<file path="src/rtl/neander_core_param.sv">
// Neander accumulator CPU with parameterised data/address widths.
// Multi-cycle FSM (FETCH, DECODE, ADDR, OPER, STORE, HALT) driving a single
// request/ready memory port. Memory strobes and address are Moore outputs.
//
// Ports:
//   clk, reset            single clock, asynchronous active-high reset
//   mem_addr              memory address (PC or REM depending on state)
//   mem_data_out          write data, always AC
//   mem_data_in           read data, sampled on the edge with mem_ready=1
//   mem_read, mem_write   request strobes, held until mem_ready
//   mem_ready             memory accepts/completes the current request
//   start                 leave HALT and resume fetching at the current PC
//   halted                high while in HALT
//   dbg_pc/ac/ri/flags    live architectural state, flags are {N, Z, C}
module neander_core_param #(
  parameter int unsigned DATA_W   = 8,
  parameter int unsigned ADDR_W   = 8,
  parameter int unsigned RESET_PC = 0
) (
  input  logic              clk,
  input  logic              reset,
  output logic [ADDR_W-1:0] mem_addr,
  output logic [DATA_W-1:0] mem_data_out,
  input  logic [DATA_W-1:0] mem_data_in,
  output logic              mem_read,
  output logic              mem_write,
  input  logic              mem_ready,
  input  logic              start,
  output logic              halted,
  output logic [ADDR_W-1:0] dbg_pc,
  output logic [DATA_W-1:0] dbg_ac,
  output logic [DATA_W-1:0] dbg_ri,
  output logic [2:0]        dbg_flags
);

  typedef enum logic [2:0] {StFetch, StDecode, StAddr, StOper, StStore, StHalt} state_e;

  localparam logic [3:0] OpNop = 4'h0;
  localparam logic [3:0] OpSta = 4'h1;
  localparam logic [3:0] OpLda = 4'h2;
  localparam logic [3:0] OpAdd = 4'h3;
  localparam logic [3:0] OpOr  = 4'h4;
  localparam logic [3:0] OpAnd = 4'h5;
  localparam logic [3:0] OpNot = 4'h6;
  localparam logic [3:0] OpJmp = 4'h8;
  localparam logic [3:0] OpJn  = 4'h9;
  localparam logic [3:0] OpJz  = 4'hA;
  localparam logic [3:0] OpHlt = 4'hF;

  state_e            state_q, state_d;
  logic [ADDR_W-1:0] pc_q, pc_d, rem_q, rem_d;
  logic [DATA_W-1:0] ac_q, ac_d, ri_q, ri_d;
  logic              n_q, n_d, z_q, z_d, c_q, c_d;
  logic              upd_nz;
  logic [3:0]        opcode;
  logic [DATA_W:0]   sum;

  assign opcode = ri_q[DATA_W-1 -: 4];
  assign sum    = {1'b0, ac_q} + {1'b0, mem_data_in};

  always_ff @(posedge clk or posedge reset) begin
    if (reset) begin
      state_q <= StFetch;
      pc_q    <= ADDR_W'(RESET_PC);
      rem_q   <= '0;
      ac_q    <= '0;
      ri_q    <= '0;
      n_q     <= 1'b0;
      z_q     <= 1'b1;
      c_q     <= 1'b0;
    end else begin
      state_q <= state_d;
      pc_q    <= pc_d;
      rem_q   <= rem_d;
      ac_q    <= ac_d;
      ri_q    <= ri_d;
      n_q     <= n_d;
      z_q     <= z_d;
      c_q     <= c_d;
    end
  end

  always_comb begin
    state_d = state_q;
    pc_d    = pc_q;
    rem_d   = rem_q;
    ac_d    = ac_q;
    ri_d    = ri_q;
    n_d     = n_q;
    z_d     = z_q;
    c_d     = c_q;
    upd_nz  = 1'b0;

    case (state_q)
      StFetch: begin
        if (mem_ready) begin
          ri_d    = mem_data_in;
          pc_d    = pc_q + ADDR_W'(1);
          state_d = StDecode;
        end
      end
      StDecode: begin
        case (opcode)
          OpNot: begin
            ac_d    = ~ac_q;
            upd_nz  = 1'b1;
            state_d = StFetch;
          end
          OpHlt: state_d = StHalt;
          // Untaken conditional jumps skip their operand word.
          OpJn: begin
            if (n_q) begin
              state_d = StAddr;
            end else begin
              pc_d    = pc_q + ADDR_W'(1);
              state_d = StFetch;
            end
          end
          OpJz: begin
            if (z_q) begin
              state_d = StAddr;
            end else begin
              pc_d    = pc_q + ADDR_W'(1);
              state_d = StFetch;
            end
          end
          OpJmp, OpSta, OpLda, OpAdd, OpOr, OpAnd: state_d = StAddr;
          default: state_d = StFetch;  // NOP and unassigned opcodes
        endcase
      end
      StAddr: begin
        if (mem_ready) begin
          // Only taken jumps ever reach ADDR with a jump opcode.
          if (opcode == OpJmp || opcode == OpJn || opcode == OpJz) begin
            pc_d    = mem_data_in[ADDR_W-1:0];
            state_d = StFetch;
          end else begin
            rem_d   = mem_data_in[ADDR_W-1:0];
            pc_d    = pc_q + ADDR_W'(1);
            state_d = (opcode == OpSta) ? StStore : StOper;
          end
        end
      end
      StOper: begin
        if (mem_ready) begin
          case (opcode)
            OpLda: ac_d = mem_data_in;
            OpAdd: begin
              ac_d = sum[DATA_W-1:0];
              c_d  = sum[DATA_W];
            end
            OpOr:    ac_d = ac_q | mem_data_in;
            OpAnd:   ac_d = ac_q & mem_data_in;
            default: ac_d = ac_q;
          endcase
          upd_nz  = 1'b1;
          state_d = StFetch;
        end
      end
      StStore: begin
        if (mem_ready) state_d = StFetch;
      end
      StHalt: begin
        if (start) state_d = StFetch;
      end
      default: state_d = StFetch;
    endcase

    if (upd_nz) begin
      n_d = ac_d[DATA_W-1];
      z_d = (ac_d == '0);
    end
  end

  // Strobes are gated by reset so an in-flight access drops without a clock edge.
  assign mem_read     = ~reset & (state_q == StFetch || state_q == StAddr || state_q == StOper);
  assign mem_write    = ~reset & (state_q == StStore);
  assign mem_addr     = (state_q == StOper || state_q == StStore) ? rem_q : pc_q;
  assign mem_data_out = ac_q;
  assign halted       = (state_q == StHalt);
  assign dbg_pc       = pc_q;
  assign dbg_ac       = ac_q;
  assign dbg_ri       = ri_q;
  assign dbg_flags    = {n_q, z_q, c_q};

endmodule

</file>
<file path="config.mk">
export PLATFORM = sky130hd
export DESIGN_NAME = neander_core_param
export DESIGN_NICKNAME = d
export VERILOG_FILES = /design/src/rtl/neander_core_param.sv
export SDC_FILE = /design/constraint.sdc
export NUM_CORES = 1
export LEC_CHECK = 0
export CORE_MARGIN = 4
export CORE_UTILIZATION = 45
export DETAILED_ROUTE_END_ITERATION = 8
export HOLD_SLACK_MARGIN = 0.15
export PLACE_DENSITY = 0.81
export SETUP_SLACK_MARGIN = 0.15
export SLEW_MARGIN = 20
export SYNTH_ARGS = -nofsm -noshare
export SYNTH_HDL_FRONTEND = slang
export SYNTH_SLANG_ARGS = --single-unit
</file>
<file path="constraint.sdc">
create_clock -name clk -period 2.65 [get_ports clk]
set_input_delay 0.265 -clock clk [delete_from_list [all_inputs] [get_ports clk]]
set_output_delay 0.265 -clock clk [all_outputs]
set_load 0.005 [all_outputs]
</file>
==> After elaboration in Yosys (flattened, before gate mapping) <==
Index checks and enable logic that the tools add are counted.
{ "word_totals": {"inputBits": 12, "out_inout_bits": 46, "register_bits": 38, "word_cells": 79} }
{ "op_classes": {"eq_ne": 22, "reduce_logical": 15, "n_mux": 25, "add_sub_neg": 2, "bitwise": 7} }
{ "op_table": {"columns": ["cell", "n"], "rows": [
  ["8-bit 2-to-1 mux", 8],
  ["8-bit case mux with 2 select lines", 2],
  ["8-bit case mux with 4 select lines", 1],
  ["8-bit case mux with 3 select lines", 1],
  ["3-bit 2-to-1 mux", 6],
  ["4-bit equality test, second input constant", 4],
  ["3-bit case mux with 5 select lines", 1],
  ["4-bit by 3-bit equality test with 1-bit output, second input constant", 3],
  ["3-bit case mux with 4 select lines", 1],
  ["8-bit by 8-bit adder with 9-bit output", 1],
  ["3-bit != test, second input constant", 3],
  ["8-bit by 1-bit adder with 8-bit output, second input constant", 1],
  ["8-bit AND", 1],
  ["4-bit by 2-bit equality test with 1-bit output, second input constant", 2],
  ["8-bit logical NOT", 1],
  ["8-bit NOT", 1],
  ["8-bit OR", 1],
  ["3-bit by 2-bit equality test with 1-bit output, second input constant", 2],
  ["3-bit equality test, second input constant", 2],
  ["2-bit != test, second input constant", 3],
  ["3-bit AND reduction", 2],
  ["6-bit AND reduction", 1],
  ["6-bit OR reduction", 1],
  ["1-bit logical OR", 5],
  ["13 further kinds", 17]
]} }

==> Logic depth before layout (Yosys ltp) <==
{ "depth": {"depth_word": 6, "ltp_mapped": 10, "depth_no_buf": 10} }

==> Worst setup path before layout <==
OpenSTA, ideal clock, no wires.
{ "synth_path": {"path_type": "reg-to-reg", "from": "register ac_q[0], in the netlist dbg_ac[0]", "to": "register z_q", "t_arrival_ns": 2.709, "setup_ns": 0.097, "required_ns": 2.553, "slack_ns": -0.156, "path_stages_with_launch": 11, "cell_sequence": "dfrtp_1 > ha_1 > inv_1 > fa_1 > nor2b_1 > o221ai_1 > a21boi_0 > xor2_1 > a221o_1 > or4b_1 > o41ai_2"} }
{ "synth_between": {"elab_chain_cells": 5, "elab_cells_between_ends": 9} }
{ "synth_lines": {"columns": ["element", "line_no", "text"], "rows": [
  ["start, declared", "52", "logic [DATA_W-1:0] ac_q, ac_d, ri_q, ri_d;"],
  ["start signal, assigned", "66", "ac_q <= '0;"],
  ["start signal, assigned", "75", "ac_q <= ac_d;"],
  ["8-bit by 8-bit adder with 9-bit output", "59", "assign sum = {1'b0, ac_q} + {1'b0, mem_data_in};"],
  ["8-bit case mux with 4 select lines", "146", "case (opcode)"],
  ["8-bit 2-to-1 mux", "145", "if (mem_ready) begin"],
  ["8-bit case mux with 2 select lines", "94", "case (state_q)"],
  ["via ac_d[6]", "52", null],
  ["8-bit logical NOT", "171", "z_d = (ac_d == '0);"],
  ["end signal, assigned", "78", "z_q <= z_d;"],
  ["end, declared", "53", "logic n_q, n_d, z_q, z_d, c_q, c_d;"]
]} }
The timed path passes the listed nets, and every way through them passes these cells.
A chain may end at the register's enable or synchronous reset.

==> Worst setup path after layout <==
{ "layout_path": {"from": "input mem_data_in[2]", "to": "register z_q"} }
{ "layout_between": {"elab_chain_cells": 5, "elab_cells_between_ends": 7} }
{ "layout_lines": {"columns": ["element", "line_no", "text"], "rows": [
  ["start, declared", "24", "input logic [DATA_W-1:0] mem_data_in,"],
  ["8-bit by 8-bit adder with 9-bit output", "59", null],
  ["8-bit case mux with 4 select lines", "146", null],
  ["8-bit 2-to-1 mux", "145", null],
  ["8-bit case mux with 2 select lines", "94", null],
  ["via ac_d[4]", "52", null],
  ["8-bit logical NOT", "171", null]
]} }
The timed path passes the listed nets, and every way through them passes these cells.

==> flow_summary_export.csv <==
group,metric,value,unit
setup_path,worstPathArrival,2.96,ns
clock_tree,clk-insertion-delay-late,0.29,ns
setup_path,crit_family,"compound AO/OA/AOI/OAI gates",
floorplanning,start_util,46.53,%
logic_synthesis,synth_top_area_share,33.61,%
timing,period_minus_slack,2.765,ns
setup_path,crit_path_max_fanout,4,
logic_synthesis,seq_area_frac_synth,34.56,%
floorplanning,row_count,28,
timing,maxSlewHeadroom,48.14,%
placement,gp_congestion,0.8542,
timing,rsz0062_at_grt,"true",
setup_path,crit_buf_inv,2,
finish,final_layout_size_suffix_gt1_share,20.84,%
timing,slew_violations,0,
setup_path,crit_chain,"clkdlybuf4s50_1, inv_1, ha_1, nor2b_4, o22ai_1, xor2_1, o21ai_0, a221o_1, or4b_4, o41ai_2",
clock_tree,clock_sinks,38,
placement,dp_hpwl,5715,um
pwr,p_int,2.764,mW
route,drt_pass1_iterations,5,
pwr,seqPwrFrac,25.3,%
pwr,combPwrFrac,61.5,%
logic_synthesis,synth-seq-cells,38,
setup_path,reg2reg_from,"dbg_ac[0]",
setup_path,endpoint,"z_q",
finish,n_antenna_cell,0,
finish,seqCellArea,952.2,um2
floorplanning,die_w,86.25,um
placement,portBuffers,57,
floorplanning,die_h,86.25,um
pwr,clkPwrFrac,13.2,%
timing,hold_viol,0,
logic_synthesis,async_flop_share,100.0,%
route,drtAntennaViolNets,0,
setup_path,critPathKind,"in -> reg",
finish,finalNonFillerCells,478,
floorplanning,core_area,0.005921,mm2
global_route,grt_max_degree,39,
worst_hold_path,min_path_type,"in -> reg",
pwr,p_sw_share,38.69,%
setup_path,end_kind,"flop",
logic_synthesis,synthCells,321,
logic_synthesis,synth_top_cell_by_area,"dfrtp_1",
setup_path,crit_start,"mem_data_in[2]",
setup_path,r2r_slack,-0.10,ns
logic_synthesis,yosys.area_share.adder,8.447,%
finish,final_util,63.57,%
logic_synthesis,synth-xor-area-share,1.589,%
setup_path,r2r_cells,9,
placement,preCtsSetupSlack,-0.5556,ns
pwr,powerDensity,1198,mW/mm2
global_route,antenna_found_initial,0,
floorplanning,dieArea,0.007438,mm2
logic_synthesis,synth_top_family_by_area,"compound AO/OA/AOI/OAI gates",
global_route,grt_pass1_vias,2651,
logic_synthesis,synthTopCellsByArea,"dfrtp_1 34%, ha_1 7.7%, mux2_2 6.5%",
route,drtIter0Drc,145,
setup_path,required,2.85,ns
setup_path,critPathSlowestCell,"clkdlybuf4s50_1",
pwr,total_power,4.508,mW
floorplanning,io_pins,58,
clock_tree,clk_pin_slew,0.09,ns
clock_tree,clockBufferDepth,2,
logic_synthesis,yosysWarnings,0,
logic_synthesis,synth_area,0.002755,mm2
logic_synthesis,avgSynthCellArea,8.583,um2
outcome,status,"finished, violations left",
route,drc,0,
logic_synthesis,synth_edf_count,0,
route,viasPerCell,5.663,
timing,worst_slew_pin_slew,0.7732,ns
logic_synthesis,synth_mux_area_share,6.540,%
timing,fmax,361.7,MHz
finish,nFillCells,475,
logic_synthesis,synth_commonest_cells,"37 x dfrtp_1, 33 x nand2_1, 32 x o21ai_0, 24 x a21oi_1, 24 x inv_1",
timing,skew,0.01224,ns
route,wl_per_cell,16.07,um
clock_tree,cts_buffers,5,
finish,finalNetCount,432,
global_route,grt_first_pass_wirelength,12540,um
timing,finalSetupViolCount,1,
finish,area_growth,36.60,%
outcome,violations,"setup timing",
clock_tree,cts-root-buf,"clkbuf_8",
job,max_cap_violations,0,
timing,fin_ws,-0.1146,ns
setup_path,timing.rr.end,"z_q",
setup_path,crit_path_start_kind,"primary input",
logic_synthesis,synthSimpleGateAreaFrac,18.17,%
timing,finalCritPeriodShare,104.3,%
pwr,p_sw,1.744,mW
route,vias,2707,
logic_synthesis,yosysMostFrequentCell,"dfrtp_1",
timing,fin_setup_tns,-0.1146,ns
pwr,ir_drop,517.0,uV
clock_tree,cts_tree,"yes",
placement,post_dp_cell_area,0.003581,mm2
timing,whs,0.3783,ns
finish,multi_input_area,0.001584,mm2
logic_synthesis,syn_nets,351,
global_route,grt_remaining_overflow,0,
logic_synthesis,synth_compound_area_share,21.48,%
pwr,power_leakage,1.716,nW
route,wl,7682,um
clock_tree,htreeDepth,2,
worst_hold_path,hold_path.startpoint,"mem_data_in[3]",
finish,fin_area,0.003764,mm2
setup_path,cp_slowest_stage_delay,0.55,ns
logic_synthesis,ys.flop_type,"dfrtp_1",
placement,placedCellCount,469,
logic_synthesis,synth_cell_types,47,
global_route,grtUsageTotal,20.91,%
setup_path,crit_cells,10,
==> layout make-up <==
cell class	instances	share of cell area (%)
Clock buffer	5	1.828
Clock inverter	3	1.828
Inverter	24	2.394
Multi-Input combinational cell	232	42.09
Sequential cell	38	25.30
Tap cell	75	2.493
Timing Repair Buffer	101	24.07
==> flip-flops by register name, indices dropped and copies added (netlist names) <==
name and cells:
dbg_pc 8, n_q 1, rem_q 8, z_q 1, dbg_ac 8, c_q 1
state_q 3, dbg_ri 8
==> power by group through the flow <==
stage | Clock (mW) | Sequential [mW] | Combinational (mW)
6_report | 0.595 | 1.14 | 2.77
5_1_grt | 0.630 | 1.19 | 3.02
4_1_cts | 0.602 | 1.13 | 2.72
3_5_place_dp | 0 | 1.14 | 2.66
3_3_place_gp | 0 | 1.13 | 2.59
2_1_floorplan | 0 | 1.11 | 1.49
==> layer usage <==
metal	GRT usage, %	part of all wire [%]	vias to the layer above
met5	0	0	-
met4	7.224	2.5	0
met3	3.707	6.6	19
met2	36.09	50	102
met1	26.37	41	1299
li1	-	-	1287
==> worst min path at each step <==
| stage | to | slack (ns) | cells past startpoint |
|---|---|---|---|
| finish | dbg_ri[3] | 0.38 | 2 |
| global route | rem_q[3] | 0.40 | 3 |
| CTS | dbg_pc[6] | 0.47 | 3 |
| detailed placement | rem_q[0] | 0.47 | 2 |
| global placement | rem_q[0] | 0.46 | 2 |
| floorplan | state_q[0] | 0.35 | 1 |
==> layout by cell type, fill, tap and decap left out, types with 2 or more instances in the layout <==
cell type         n
nand4_1           2
nand3_1           9
xor2_1            4
a211oi_1          3
o21ai_1           2
and2_1            3
o21ai_0          30
ha_1             16
and3_1            3
nand2b_1          7
clkdlybuf4s50_1  55
nor2_1           19
clkbuf_8          5
or2_2             2
or3_1             2
dfrtp_1          37
nor2b_1           2
dlymetal6s2s_1    2
a32oi_1           2
a22oi_1           3
o22ai_1           9
inv_1            23
buf_4            44
a221o_1          10
a22o_1            2
mux2_2           16
bufinv_16         2
nand2_1          33
a21o_1            3
nor3_1            5
a21oi_1          24
==> logic make-up after synthesis <==
family,Yosys count
xor gates and xnor gates,5
muxes,16
buffers and inverters,51
and+or+nand+nor,99
AOI/OAI and AO/OA,94
adders and majority gates,18
DFF,38
==> what timing repair did <==
item	in CTS	in global routing
pin swaps	2	2
hold buffers	0	0
gates resized for setup	4	9
buffers inserted	1	0
endpoints found under the hold margin	0	0
setup endpoints to repair	10	2
Power figures use the tool's default switching activity.
